**config.mk**
```make
export PLATFORM = sky130hd
export DESIGN_NAME = snake_game_ctrl_flat
export DESIGN_NICKNAME = d
export VERILOG_FILES = /design/src/rtl/snake_pkg.sv /design/src/rtl/snake_game_if.sv /design/src/rtl/snake_food_lfsr.sv /design/src/rtl/snake_game_ctrl.sv /design/src/flat_wrapper.sv
export SDC_FILE = /design/constraint.sdc
export NUM_CORES = 1
export LEC_CHECK = 0
export BUFFER_PORTS_ARGS = -buffer_cell sky130_fd_sc_hd__buf_2
export CORE_MARGIN = 2
export CORE_UTILIZATION = 65
export CTS_BUF_LIST = sky130_fd_sc_hd__clkbuf_4 sky130_fd_sc_hd__clkbuf_8
export CTS_CLUSTER_SIZE = 16
export DETAILED_ROUTE_END_ITERATION = 8
export PLACE_DENSITY = 0.95
export SYNTH_ARGS = -nofsm -noshare
export SYNTH_HDL_FRONTEND = slang
export SYNTH_SLANG_ARGS = --single-unit
```
**constraint.sdc**
```tcl
create_clock -name clk -period 7.85 [get_ports clk]
set_clock_uncertainty 0.1 [all_clocks]
set_input_delay 0.3925 -clock clk [delete_from_list [all_inputs] [get_ports clk]]
set_output_delay 0.3925 -clock clk [all_outputs]
set_load 0.01 [all_outputs]
```
**src/rtl/snake_pkg.sv**
```systemverilog
// Shared types and constants for the snake game controller and body datapath.
package snake_pkg;

    typedef enum logic [2:0] {
        IDLE,
        PLACE,
        PLAY,
        GROW,
        OVER
    } game_state_t;

    localparam logic [15:0] LFSR_SEED      = 16'hACE1;
    localparam int          CELLS_PER_AXIS = 61;

    localparam int DEF_X_MIN   = 200;
    localparam int DEF_X_MAX   = 500;
    localparam int DEF_Y_MIN   = 200;
    localparam int DEF_Y_MAX   = 500;
    localparam int DEF_GRID    = 5;
    localparam int DEF_MAX_LEN = 30;

    localparam logic [9:0] FOOD_RESET = 10'd350;

    // Fibonacci LFSR, taps 16,14,13,11.
    function automatic logic [15:0] lfsr_next(input logic [15:0] s);
        return {s[14:0], s[15] ^ s[13] ^ s[12] ^ s[10]};
    endfunction

endpackage

```
**src/rtl/snake_game_if.sv**
```systemverilog
// Signals between the game controller (master) and the body/display side (slave).
interface snake_game_if;
    logic       start;
    logic [9:0] head_x;
    logic [9:0] head_y;
    logic [6:0] snake_length;
    logic       self_hit;
    logic       move_en;
    logic       grow;
    logic       snake_clr;
    logic [9:0] food_x;
    logic [9:0] food_y;
    logic [9:0] score;
    logic       game_over;
    logic       win;
    logic       playing;

    modport master (
        input  start, head_x, head_y, snake_length, self_hit,
        output move_en, grow, snake_clr, food_x, food_y, score, game_over, win, playing
    );

    modport slave (
        output start, head_x, head_y, snake_length, self_hit,
        input  move_en, grow, snake_clr, food_x, food_y, score, game_over, win, playing
    );
endinterface

```
**src/rtl/snake_food_lfsr.sv**
```systemverilog
// Free-running food LFSR and candidate cell check (on-grid range, not under the head).
module snake_food_lfsr
    import snake_pkg::*;
#(
    parameter int X_MIN = DEF_X_MIN,
    parameter int Y_MIN = DEF_Y_MIN,
    parameter int GRID  = DEF_GRID
) (
    input  logic       clk,
    input  logic       rst,
    input  logic [9:0] head_x,
    input  logic [9:0] head_y,
    output logic       cand_valid,
    output logic [9:0] cand_x,
    output logic [9:0] cand_y
);
    logic [15:0] lfsr;
    logic [5:0]  ix;
    logic [5:0]  iy;

    always_ff @(posedge clk) begin
        if (!rst) lfsr <= LFSR_SEED;
        else      lfsr <= lfsr_next(lfsr);
    end

    assign ix     = lfsr[5:0];
    assign iy     = lfsr[11:6];
    assign cand_x = 10'(X_MIN) + 10'(GRID) * {4'd0, ix};
    assign cand_y = 10'(Y_MIN) + 10'(GRID) * {4'd0, iy};

    assign cand_valid = (ix < 6'(CELLS_PER_AXIS)) && (iy < 6'(CELLS_PER_AXIS)) &&
                        !((cand_x == head_x) && (cand_y == head_y));
endmodule

```
**src/rtl/snake_game_ctrl.sv**
```systemverilog
// Snake game sequencer: move rate, food placement, grow requests, collisions, score.
// state | meaning
// IDLE  | after reset, waiting for a start edge
// PLACE | sampling LFSR until a legal food cell appears
// PLAY  | stepping the body, watching for collision or food
// GROW  | waiting for the datapath to report a length change
// OVER  | game ended (win flags a MAX_LEN ending), waiting for start
module snake_game_ctrl
    import snake_pkg::*;
#(
    parameter int TICK_DIV     = 1_000_000,
    parameter int X_MIN        = DEF_X_MIN,
    parameter int X_MAX        = DEF_X_MAX,
    parameter int Y_MIN        = DEF_Y_MIN,
    parameter int Y_MAX        = DEF_Y_MAX,
    parameter int GRID         = DEF_GRID,
    parameter int MAX_LEN      = DEF_MAX_LEN,
    parameter int GROW_TIMEOUT = 255
) (
    input logic          clk,
    input logic          rst,
    snake_game_if.master game
);
    localparam int TICK_W = $clog2(TICK_DIV);
    localparam int WAIT_W = $clog2(GROW_TIMEOUT + 1);

    game_state_t       state;
    logic              start_prev;
    logic [TICK_W-1:0] tick_cnt;
    logic [WAIT_W-1:0] wait_cnt;
    logic [6:0]        len_q;
    logic              move_en_q, grow_q, snake_clr_q;
    logic [9:0]        food_x_q, food_y_q, score_q;
    logic              game_over_q, win_q, playing_q;

    logic       cand_valid;
    logic [9:0] cand_x, cand_y;
    logic       start_rise, out_of_bounds, at_food;

    snake_food_lfsr #(.X_MIN(X_MIN), .Y_MIN(Y_MIN), .GRID(GRID)) u_food (
        .clk        (clk),
        .rst        (rst),
        .head_x     (game.head_x),
        .head_y     (game.head_y),
        .cand_valid (cand_valid),
        .cand_x     (cand_x),
        .cand_y     (cand_y)
    );

    assign start_rise    = game.start & ~start_prev;
    assign out_of_bounds = (game.head_x < 10'(X_MIN)) || (game.head_x > 10'(X_MAX)) ||
                           (game.head_y < 10'(Y_MIN)) || (game.head_y > 10'(Y_MAX));
    assign at_food       = (game.head_x == food_x_q) && (game.head_y == food_y_q);

    always_ff @(posedge clk) begin
        if (!rst) begin
            state       <= IDLE;
            start_prev  <= 1'b1;
            tick_cnt    <= '0;
            wait_cnt    <= '0;
            len_q       <= '0;
            move_en_q   <= 1'b0;
            grow_q      <= 1'b0;
            snake_clr_q <= 1'b0;
            food_x_q    <= FOOD_RESET;
            food_y_q    <= FOOD_RESET;
            score_q     <= '0;
            game_over_q <= 1'b0;
            win_q       <= 1'b0;
            playing_q   <= 1'b0;
        end else begin
            start_prev  <= game.start;
            move_en_q   <= 1'b0;
            grow_q      <= 1'b0;
            snake_clr_q <= 1'b0;
            case (state)
                IDLE: begin
                    if (start_rise) begin
                        snake_clr_q <= 1'b1;
                        score_q     <= '0;
                        state       <= PLACE;
                    end
                end
                PLACE: begin
                    if (cand_valid) begin
                        food_x_q  <= cand_x;
                        food_y_q  <= cand_y;
                        tick_cnt  <= TICK_W'(TICK_DIV - 1);
                        playing_q <= 1'b1;
                        state     <= PLAY;
                    end
                end
                PLAY: begin
                    // Collision outranks eating; the step strobe only fires when staying in PLAY.
                    if (out_of_bounds || game.self_hit) begin
                        game_over_q <= 1'b1;
                        playing_q   <= 1'b0;
                        state       <= OVER;
                    end else if (at_food) begin
                        grow_q   <= 1'b1;
                        if (score_q != 10'h3FF) score_q <= score_q + 10'd1;
                        len_q    <= game.snake_length;
                        wait_cnt <= WAIT_W'(GROW_TIMEOUT - 1);
                        state    <= GROW;
                    end else if (tick_cnt == '0) begin
                        move_en_q <= 1'b1;
                        tick_cnt  <= TICK_W'(TICK_DIV - 1);
                    end else begin
                        tick_cnt <= tick_cnt - 1'b1;
                    end
                end
                GROW: begin
                    if (game.snake_length >= 7'(MAX_LEN)) begin
                        game_over_q <= 1'b1;
                        win_q       <= 1'b1;
                        playing_q   <= 1'b0;
                        state       <= OVER;
                    end else if ((game.snake_length != len_q) || (wait_cnt == '0)) begin
                        playing_q <= 1'b0;
                        state     <= PLACE;
                    end else begin
                        wait_cnt <= wait_cnt - 1'b1;
                    end
                end
                OVER: begin
                    if (start_rise) begin
                        snake_clr_q <= 1'b1;
                        score_q     <= '0;
                        win_q       <= 1'b0;
                        game_over_q <= 1'b0;
                        state       <= PLACE;
                    end
                end
                default: state <= IDLE;
            endcase
        end
    end

    assign game.move_en   = move_en_q;
    assign game.grow      = grow_q;
    assign game.snake_clr = snake_clr_q;
    assign game.food_x    = food_x_q;
    assign game.food_y    = food_y_q;
    assign game.score     = score_q;
    assign game.game_over = game_over_q;
    assign game.win       = win_q;
    assign game.playing   = playing_q;
endmodule

```
**src/flat_wrapper.sv**
```systemverilog
// flat-port wrapper written by rule: the top's interface ports become plain ports
module snake_game_ctrl_flat import snake_pkg::*;
#(
    parameter int TICK_DIV     = 1_000_000,
    parameter int X_MIN        = DEF_X_MIN,
    parameter int X_MAX        = DEF_X_MAX,
    parameter int Y_MIN        = DEF_Y_MIN,
    parameter int Y_MAX        = DEF_Y_MAX,
    parameter int GRID         = DEF_GRID,
    parameter int MAX_LEN      = DEF_MAX_LEN,
    parameter int GROW_TIMEOUT = 255
)
  (clk, rst, game_start, game_head_x, game_head_y, game_snake_length, game_self_hit, game_move_en, game_grow, game_snake_clr, game_food_x, game_food_y, game_score, game_game_over, game_win, game_playing);
  snake_game_if game_i ();
  input logic clk;
  input logic rst;
  input wire logic [$bits(game_i.start)-1:0] game_start;
  input wire logic [$bits(game_i.head_x)-1:0] game_head_x;
  input wire logic [$bits(game_i.head_y)-1:0] game_head_y;
  input wire logic [$bits(game_i.snake_length)-1:0] game_snake_length;
  input wire logic [$bits(game_i.self_hit)-1:0] game_self_hit;
  output wire logic [$bits(game_i.move_en)-1:0] game_move_en;
  output wire logic [$bits(game_i.grow)-1:0] game_grow;
  output wire logic [$bits(game_i.snake_clr)-1:0] game_snake_clr;
  output wire logic [$bits(game_i.food_x)-1:0] game_food_x;
  output wire logic [$bits(game_i.food_y)-1:0] game_food_y;
  output wire logic [$bits(game_i.score)-1:0] game_score;
  output wire logic [$bits(game_i.game_over)-1:0] game_game_over;
  output wire logic [$bits(game_i.win)-1:0] game_win;
  output wire logic [$bits(game_i.playing)-1:0] game_playing;
  assign game_i.start = game_start;
  assign game_i.head_x = game_head_x;
  assign game_i.head_y = game_head_y;
  assign game_i.snake_length = game_snake_length;
  assign game_i.self_hit = game_self_hit;
  assign game_move_en = game_i.move_en;
  assign game_grow = game_i.grow;
  assign game_snake_clr = game_i.snake_clr;
  assign game_food_x = game_i.food_x;
  assign game_food_y = game_i.food_y;
  assign game_score = game_i.score;
  assign game_game_over = game_i.game_over;
  assign game_win = game_i.win;
  assign game_playing = game_i.playing;
  snake_game_ctrl #(.TICK_DIV(TICK_DIV), .X_MIN(X_MIN), .X_MAX(X_MAX), .Y_MIN(Y_MIN), .Y_MAX(Y_MAX), .GRID(GRID), .MAX_LEN(MAX_LEN), .GROW_TIMEOUT(GROW_TIMEOUT)) u_core (.clk(clk), .rst(rst), .game(game_i));
endmodule
```
==> reports/metrics.yaml, run 1 <==
clock_tree:
  tritoncts: "done"
  clkLatencyLatePin_ns: 0.37
  ctsResizeCount: 0
  htreeDepth: 3
  cts_sinks: 91
  clk_path_buf_depth: 2
  clock-root-buffer: "clkbuf_8"
  cts.clk_slew.worst_paths_ns: 0.10
  cts-buffers-inserted: 9
  cts_setup_buffers: 0
  hold_buffers: 0
power:
  switching_power_uw: 372
  internal_power_uw: 785
  max-vdd-ir-drop_uv: 126
  power_frac_comb_pct: 23.2
  clockPowerShare_pct: 32.2
  power_leakage_nw: 2.41
  p_sw_share_pct: 32.1
  power.density_nw_per_um2: 196
  seqPwrFrac_pct: 44.6
  fin_total_pwr_mw: 1.16
setup_path:
  regToRegEndpoint: "u_core.state[1]"
  ff2ff_setup_slack_ns: 3.11
  startpoint: "u_core.u_food.lfsr[6]"
  critPathCaptureType: "flop"
  cp.required_ns: 8.02
  worstPathMaxFanout: 26
  rr_worst_depth: 14
  criticalPathCategory: "flop to flop"
  startpoint_type: "flop"
  crit_path_end: "u_core.state[1]"
  r2r_start: "u_core.u_food.lfsr[6]"
  cp.arrival_ns: 4.90
synthesis:
  async_flop_share_pct: 0
  ys_ff_latch: 91
  synth.distinct_cells: 68
  synth_top_family_by_area: "simple AND/OR/NAND/NOR gates"
  synthMuxAreaShare_pct: 1.32
  yosysWarnings: 0
  synth-simple-area-share_pct: 21.9
  syn-num-nets: 681
  synth-adder-area-share_pct: 8.83
  seq_area_frac_synth_pct: 34.4
  synth-compound-area-share_pct: 20.0
  synthXorXnorAreaFrac_pct: 9.09
  synth_edf_count: 0
  postSynthAreaPerCell_um2: 8.62
  synthFlopType: "dfxtp_1"
  syn_inst: 615
  syn-cell-area_um2: 5300
route:
  drt-total-wl_um: 14400
  routed_via_density: 6.63
  post_drt_wl_per_cell_um: 18.6
  drcViolationCount: 0
  drt.antenna.violating_nets: 0
  firstDrtPassIters: 6
  dr_total_vias: 5148
  drt_iter0_drc: 489
layout:
  regArea_um2: 1820
  nNetsFinal: 736
  fillers: 508
  n_antenna_cell: 0
  drive_above_1_share_pct: 15.9
  area_growth_pct: 11.5
  multi_input_comb_area_um2: 3240
  fin_util_pct: 75.7
timing:
  max_slew_margin_pct: 17.6
  fin_ws_ns: 3.11
  tightest_slew_ns: 1.23
  post-route-period-util_pct: 60.4
  fin_crit_ns: 4.74
  whs_ns: 0.135
  setup_viol: 0
  max_freq_ghz: 0.211
  rsz0062_at_grt: "false"
  slew_viol_final: 0
  fin_tns_setup_ns: 0
  hold_viol_final: 0
global_routing:
  grt_start_max_net_pins: 46
  antenna_found_initial: 0
  grt_pass1_wl_um: 23400
  grt_pass1_vias: 4918
  grt_usage_pct: 33.1
  grt_overflow_total: 0
status:
  status: "finished, final reports clean"
hold_path:
  hold_depth: 2
  hold_path_class: "primary input to flop"
placement:
  portBuffers: 66
  dp_hpwl_um: 10100
  gp_congestion: 0.969
  pre_cts_slack_ns: 3.44
floorplanning:
  core-area_um2: 7810
  die_w_um: 94.3
  die_y_um: 94.3
  ioPinCount: 67
  initial_core_util_pct: 67.9
  row_count: 32
  die_area_um2: 8890
flow_run:
  drv_cap: 0
==> routing by layer <==
layer	part of all wire, %	routed length [um]	GRT usage, %	vias to the layer above
met2	47	6800	53.9	299
met4	4.1	585	16.4	0
li1	-	-	-	2350
met5	0	0	0	-
met1	40	5720	40.2	2428
met3	9.3	1340	9.47	71
==> sequential cells by signal, summed over array words and instances (netlist names), 3 cells and up <==
name	flops
u_core.len_q	7
u_core.game.food_x	10
u_core.wait_cnt	8
u_core.state	3
u_core.game.score	10
u_core.tick_cnt	20
u_core.game.food_y	10
u_core.u_food.lfsr	16
==> layout make-up <==
type	instances	area share (%)
flip-flops and latches	91	30.8
inverters	31	1.97
well taps	102	2.16
repair buffers	70	6.20
clock buffers	10	2.33
clock inverters	6	1.63
multi-input cells	467	54.9
==> power by group through the flow <==
stage	registers (mW)	logic, mW	clock network [mW]
after floorplan	0.522	0.179	0
after global placement	0.522	0.245	0
after detailed placement	0.524	0.256	0
after CTS	0.514	0.262	0.369
after global routing	0.518	0.293	0.392
final	0.515	0.269	0.372
==> worst max-delay path: stages, from the launching register on <==
cell and delay, ns:
dfxtp_1 0.43, ha_1 0.20, inv_1 0.07, fa_1 0.40
inv_1 0.08, ha_1 0.17, inv_1 0.05, fa_1 0.39
nand2b_1 0.17, a21oi_1 0.36, xnor2_1 0.17, o221ai_1 0.20
nor4_4 1.10, nor2_1 0.35, o31a_1 0.40
==> cells in the final DEF (no fill, tap or decap), types with 25 or more instances in the layout <==
cell / instances
nor3_1: 25
nand2_1: 33
ha_1: 31
dfxtp_1: 91
inv_1: 31
a21oi_1: 32
xor2_1: 39
buf_2: 66
nor2_1: 54
nand3_1: 31
==> Yosys cell counts, types with 3 or more instances <==
cell       count  share of area (%)
or4_1          6               0.85
nor3b_1        4               0.57
o21ai_0       23                2.2
nor2_1        54                3.8
xor2_1        39                6.4
a211oi_1       8                1.1
and2_1        10                1.2
o211ai_1       3               0.42
clkbuf_1      13               0.92
dfxtp_1       91                 34
nand2_1       33                2.3
o211a_1        3               0.57
o21ai_1        4               0.38
o2111ai_1      5               0.83
nand3_1       31                2.9
o311ai_0       5               0.83
and3_1         9                1.1
a31oi_1        7               0.83
or2_2          5               0.59
fa_1           4                1.5
nor4_1        12                1.4
nand4_1        7               0.83
mux2i_1        7                1.3
o31ai_1        3               0.42
nor3_1        25                2.4
a21oi_1       32                3.0
or3_1          4               0.47
o21a_1        16                2.3
inv_1         31                2.2
a311oi_1      10                1.7
xnor2_1       16                2.6
ha_1          31                7.3
nand2b_1      10                1.2
buf_2          8               0.76
a311oi_2       4                1.1
==> kinds of logic after synthesis <==
kind of cell	after synthesis
xor gates and xnor gates	55
and+or+nand+nor	222
DFF	91
buffers and inverters	57
AOI/OAI and AO/OA	148
adders and majority gates	35
muxes	7
==> how the worst min path moves through the flow <==
stage / from / end / slack (ns)
2_1_floorplan: u_core.u_food.lfsr[14] / u_core.u_food.lfsr[15] / 0.29
3_3_place_gp: u_core.u_food.lfsr[14] / u_core.u_food.lfsr[15] / 0.29
3_5_place_dp: u_core.u_food.lfsr[14] / u_core.u_food.lfsr[15] / 0.30
4_1_cts: game_start / u_core.start_prev / 0.14
5_1_grt: game_start / u_core.start_prev / 0.14
6_report: game_start / u_core.start_prev / 0.14
==> metrics by stage <==
step	cells	cell area, um^2
2_1_floorplan	615	5300
3_3_place_gp	760	5660
3_5_place_dp	760	5660
4_1_cts	776	5900
5_1_grt	777	5910
6_report	777	5910
Power figures use the tool's default switching activity.
==> inputs of run 2 (changes only) <==
- CORE_UTILIZATION: 65 -> 55
- PLACE_DENSITY: 0.95 -> 0.87
- clock period: 7.85 -> 4 ns (I/O delays scaled with it)
==> reports/metrics.yaml, run 2 (synthesized netlist as in run 1, its figures left out) <==
floorplanning:
  row_count: 35  # +9.4%
  core-area_um2: 9280  # +19%
  die_area_um2: 10400  # +17%
  die_w_um: 102  # +8.3%
  initial_core_util_pct: 57.1  # -11 points
  die_y_um: 102  # +8.3%
  ioPinCount: 67  # unchanged
global_routing:
  grt_usage_pct: 26.5  # -6.6 points
  grt_pass1_wl_um: 22000  # -5.8%
  antenna_found_initial: 0  # unchanged
  grt_pass1_vias: 4554  # -7.4%
  grt_start_max_net_pins: 49  # +6.5%
  grt_overflow_total: 0  # unchanged
timing:
  hold_viol_final: 0  # unchanged
  whs_ns: 0.0142  # -0.121 ns
  post-route-period-util_pct: 93.9  # +34 points
  rsz0062_at_grt: "false"
  slew_viol_final: 0  # unchanged
  fin_tns_setup_ns: 0  # unchanged
  fin_crit_ns: 3.76  # -0.982 ns
  tightest_slew_ns: 1.20  # -0.0226 ns
  fin_ws_ns: 0.243  # -2.87 ns
  max_slew_margin_pct: 19.5  # +1.8 points
  max_freq_ghz: 0.266  # +26%
  setup_viol: 0  # unchanged
clock_tree:
  clock-root-buffer: "clkbuf_8"
  tritoncts: "done"
  cts_setup_buffers: 0  # unchanged
  cts-buffers-inserted: 9  # unchanged
  clk_path_buf_depth: 2  # unchanged
  cts.clk_slew.worst_paths_ns: 0.11  # about the same
  htreeDepth: 3  # unchanged
  clkLatencyLatePin_ns: 0.37  # about the same
  cts_sinks: 91  # unchanged
status:
  status: "finished, final reports clean"
route:
  drt-total-wl_um: 13500  # -6.7%
  drt.antenna.violating_nets: 0  # unchanged
  dr_total_vias: 4933  # -4.2%
  post_drt_wl_per_cell_um: 16.6  # -11%
  firstDrtPassIters: 5  # -1
  routed_via_density: 6.08  # -8.2%
  drt_iter0_drc: 348  # -29%
  drcViolationCount: 0  # unchanged
power:
  p_sw_share_pct: 34.1  # +2.0 points
  power.density_nw_per_um2: 359  # +83%
  power_frac_comb_pct: 24.4  # +1.2 points
  clockPowerShare_pct: 28.6  # -3.6 points
  internal_power_mw: 1.41  # +80%
  switching_power_uw: 731  # +97%
  fin_total_pwr_mw: 2.14  # +85%
  power_leakage_nw: 2.42  # +0.36%
  max-vdd-ir-drop_uv: 205  # +63%
  seqPwrFrac_pct: 47.0  # +2.4 points
setup_path:
  path_common_cell: "ha_1"
  cp.required_ns: 4.12  # -3.90 ns
  cp.arrival_ns: 3.88  # -1.02 ns
  critPathMaxStageDelay_ns: 0.51  # -0.59 ns
  crit_buf_inv: 2  # -1
  worstPathMaxFanout: 13  # -50%
  critical_path.slowest_cell: "or4_1"
  startpoint_type: "flop"
  criticalPathCategory: "flop to flop"
  worstPathCellList: "ha_1, ha_1, ha_1, inv_1, fa_1, xnor2_1, xor2_1, a2111oi_1, o2111ai_1, or4_1, buf_4, a21oi_1, a211oi_1"
  critPathCaptureType: "flop"
  cp_top_family: "adder cells"
layout:
  final_common_cell: "dfxtp_1"
  largest-register: "u_core.tick_cnt"
  area_growth_pct: 12.6
  n_antenna_cell: 0  # unchanged
  final_cell_mix: "dfxtp_1, buf_2, nor2_1"
  reg.largest.list: "u_core.tick_cnt: 20 flops, u_core.u_food.lfsr: 16 flops"
  nNetsFinal: 743  # +0.95%
  largest_reg_flops: 20  # unchanged
  drive_above_1_share_pct: 16.3  # +0.42 points
flow_run:
  drv_cap: 0  # unchanged
placement:
  portBuffers: 66  # unchanged
  gp_congestion: 0.940  # -3.1%
  dp_hpwl_um: 9690  # -3.8%
  pre_cts_slack_ns: 0.192  # -3.25 ns
hold_path:
  hold_path_class: "primary input to flop"
-- run 2: timing repair --
item                                   4_1_cts  5_1_grt
gates resized for setup                      0        3
setup endpoints to repair                    0       28
endpoints found under the hold margin        5        0
hold buffers                                 5        0
-- run 2: power groups by stage --
stage / Combinational [mW] / Clock [mW] / Sequential (mW)
2_1_floorplan: 0.351 / 0 / 1.02
3_3_place_gp: 0.487 / 0 / 1.02
3_5_place_dp: 0.502 / 0 / 1.03
4_1_cts: 0.512 / 0.618 / 1.01
5_1_grt: 0.575 / 0.660 / 1.01
6_report: 0.522 / 0.612 / 1.01
-- run 2: final cells by class --
class,count,area [um^2]
Fill cell,751,3320
Inverter,31,116
Sequential cell,91,1820
Tap cell,129,161
Clock inverter,7,67.6
Clock buffer,9,124
Multi-Input combinational cell,467,3250
Timing Repair Buffer,77,425
-- run 2: worst register-to-register path, cell delays in order (launching register included) --
cell and delay [ns]:
dfxtp_1 0.45, ha_1 0.28, ha_1 0.29, ha_1 0.18, inv_1 0.06, fa_1 0.39
xnor2_1 0.23, xor2_1 0.11, a2111oi_1 0.34, o2111ai_1 0.24, or4_1 0.51, buf_4 0.22
a21oi_1 0.16, a211oi_1 0.06
-- run 2: worst paths after layout --
check,startpoint,to,slack (ns),cells past startpoint
setup / recovery,u_core.u_food.lfsr[10],u_core.game.food_y[5],0.24,13
hold / removal,game_snake_length[2],u_core.len_q[2],0.01,3
setup reg to reg,u_core.u_food.lfsr[10],u_core.game.food_y[5],0.24,13
hold reg to reg,u_core.u_food.lfsr[14],u_core.u_food.lfsr[15],0.33,1
-- run 2: through the flow --
stage	area, um^2	util, %	instances
after CTS	5960	64.2	811
final	5970	64.3	811
after floorplan	5300	-	615
after detailed placement	5720	61.6	790
after global placement	5720	61.6	790
after global routing	5970	64.3	811
-- run 2: routing by layer --
layer	GRT usage, %	part of all wire [%]	vias to the layer above
li1	-	-	2367
met1	34.3	42	2347
met2	45.0	49	203
met3	5.54	7.4	16
met4	7.18	1.3	0
met5	0	0	-
==> inputs of run 3 (changes only) <==
- BUFFER_PORTS_ARGS: -buffer_cell sky130_fd_sc_hd__buf_2 -> -buffer_cell sky130_fd_sc_hd__clkbuf_2
- SLEW_MARGIN: not set -> 20
==> reports/metrics.yaml, run 3 (synthesized netlist as in run 1, its figures left out) <==
clock_tree:
  clkLatencyLatePin_ns: 0.37  # about the same
  clock-root-buffer: "clkbuf_8"
  tritoncts: "done"
  htreeDepth: 3  # unchanged
  cts_sinks: 91  # unchanged
  cts.clk_slew.worst_paths_ns: 0.11  # about the same
  cts-buffers-inserted: 9  # unchanged
  clk_path_buf_depth: 2  # unchanged
hold_path:
  hold_path_class: "primary input to flop"
route:
  route.met2.wl_um: 6490  # -1.6%
  routed_via_density: 6.20  # +1.9%
  drt.antenna.violating_nets: 0  # unchanged
  firstDrtPassIters: 5  # unchanged
  drt_iter0_drc: 334  # -4.0%
  dr_total_vias: 5000  # +1.4%
  drt-total-wl_um: 13900  # +3.0%
  post_drt_wl_per_cell_um: 17.2  # +3.5%
  top_layer_used: "met4"
  wl_met1_um: 5860  # +2.4%
  drcViolationCount: 0  # unchanged
  routed-wl-met3_um: 1080  # +9.4%
placement:
  placed_area_um2: 5720  # about the same
  dp_hpwl_um: 9840  # +1.6%
  pre_cts_slack_ns: 0.0990  # -0.0929 ns
  gp_congestion: 0.944  # +0.46%
  portBuffers: 66  # unchanged
power:
  power_leakage_nw: 2.42  # about the same
  max-vdd-ir-drop_uv: 213  # +3.7%
  power.density_nw_per_um2: 372  # +3.7%
  fin_total_pwr_mw: 2.23  # +4.0%
global_routing:
  grt_overflow_total: 0  # unchanged
  antenna_found_initial: 0  # unchanged
  grt_pass1_vias: 4597  # +0.94%
  grt_pass1_wl_um: 22200  # +0.59%
  grt_start_max_net_pins: 42  # -14%
  grt_usage_pct: 26.6  # +0.10 points
layout:
  nNetsFinal: 739  # -0.54%
  drive_above_1_share_pct: 17.4  # +1.1 points
  fin_util_pct: 64.4  # +0.16 points
  multi_input_comb_area_um2: 3280  # +0.89%
  reg.largest.list: "u_core.tick_cnt: 20 flops, u_core.u_food.lfsr: 16 flops"
  n_antenna_cell: 0  # unchanged
  largest-register: "u_core.tick_cnt"
  largest_reg_flops: 20  # unchanged
  fin_area_um2: 5980  # +0.25%
  final_cell_mix: "dfxtp_1, clkbuf_2, nor2_1"
  area_growth_pct: 12.9
  final_common_cell: "dfxtp_1"
  regArea_um2: 1830  # +0.14%
  fillers: 768  # +2.3%
floorplanning:
  row_count: 35  # unchanged
  core-area_um2: 9280  # unchanged
  initial_core_util_pct: 57.1  # unchanged
  die_y_um: 102  # unchanged
  die_area_um2: 10400  # unchanged
  ioPinCount: 67  # unchanged
  die_w_um: 102  # unchanged
status:
  status: "finished, final reports clean"
timing:
  slew_viol_final: 0  # unchanged
  fin_ws_ns: 0.177  # -0.0663 ns
  max_slew_margin_pct: 29.0  # +9.5 points
  max_freq_ghz: 0.262  # -1.7%
  setup_viol: 0  # unchanged
  fin_crit_ns: 3.82  # +0.0663 ns
  tightest_slew_ns: 1.06  # -0.145 ns
  post-route-period-util_pct: 95.6  # +1.7 points
  hold_viol_final: 0  # unchanged
flow_run:
  drv_cap: 0  # unchanged
setup_path:
  startpoint_type: "flop"
  worstPathMaxFanout: 13  # unchanged
  criticalPathCategory: "flop to flop"
  cp.arrival_ns: 3.96  # +0.08 ns
  r2r_start: "u_core.u_food.lfsr[8]"
  rr_worst_depth: 15  # +2
  regToRegEndpoint: "u_core.game.food_x[5]"
  startpoint: "u_core.u_food.lfsr[8]"
  critPathCaptureType: "flop"
  crit_path_end: "u_core.game.food_x[5]"
  ff2ff_setup_slack_ns: 0.18  # -0.07 ns
  cp.required_ns: 4.13  # about the same
run 3: cell types whose count changed in the layout (fill, tap and decap cells not counted), sizes merged:
cell         delta
buf            -66
bufinv          +1
clkbuf         +67
clkinv          -1
dlygate4sd3     -4
inv             -1
run 3: area by class of cell:
class | count | share of cell area, %
Clock buffer | 10 | 2.30
Tap cell | 129 | 2.70
Clock inverter | 6 | 1.30
Timing Repair Buffer | 73 | 6.44
Sequential cell | 91 | 30.5
Inverter | 31 | 1.95
Multi-Input combinational cell | 467 | 54.8
run 3: per-layer routing:
metal	vias to the layer above	track usage (%)
met3	45	5.20
met1	2351	34.3
met4	0	11.4
met2	246	43.6
li1	2358	-
met5	-	0
run 3: stage by stage:
| stage | TNS (ns) | hold WS, ns | instances |
|---|---|---|---|
| after global placement | 0 | 0.292 | 790 |
| after CTS | 0 | 0.00600 | 807 |
| after detailed placement | 0 | 0.303 | 790 |
| after floorplan | 0 | 0.201 | 615 |
| after global routing | -0.0776 | 0.0110 | 807 |
| final | 0 | 0.00455 | 807 |
run 3: power breakdown:
part	total (mW)	switching (mW)	leakage [nW]	internal [mW]
clock network	0.684	0.365	0.107	0.319
registers	1.01	0.0561	0.741	0.955
logic	0.532	0.317	1.57	0.214
run 3: worst min path at each step:
| stage | startpoint | endpoint | slack [ns] | cells after the start |
|---|---|---|---|---|
| 2_1_floorplan | game_start | u_core.start_prev | 0.20 | 1 |
| 3_3_place_gp | u_core.u_food.lfsr[14] | u_core.u_food.lfsr[15] | 0.29 | 1 |
| 3_5_place_dp | game_start | u_core.start_prev | 0.30 | 2 |
| 4_1_cts | game_snake_length[1] | u_core.len_q[1] | 0.006 | 3 |
| 5_1_grt | game_snake_length[0] | u_core.len_q[0] | 0.01 | 3 |
| 6_report | game_snake_length[1] | u_core.len_q[1] | 0.005 | 3 |
run 3: worst max-delay path: stages (launching register included):
cell      delay [ns]
dfxtp_1         0.40
ha_1            0.16
inv_1           0.04
fa_1            0.36
inv_1           0.07
ha_1            0.17
inv_1           0.07
fa_1            0.42
nand2b_1        0.19
a21oi_2         0.26
xnor2_1         0.16
o221ai_1        0.20
or4_1           0.63
buf_4           0.23
a21oi_1         0.18
a211oi_1        0.07
run 3: timing repair:
action / CTS / global route
gates resized for setup: 0 / 9
endpoints found under the setup margin: 0 / 42
hold buffers: 1 / 0
buffers inserted: 0 / 0
endpoints found under the hold margin: 1 / 0
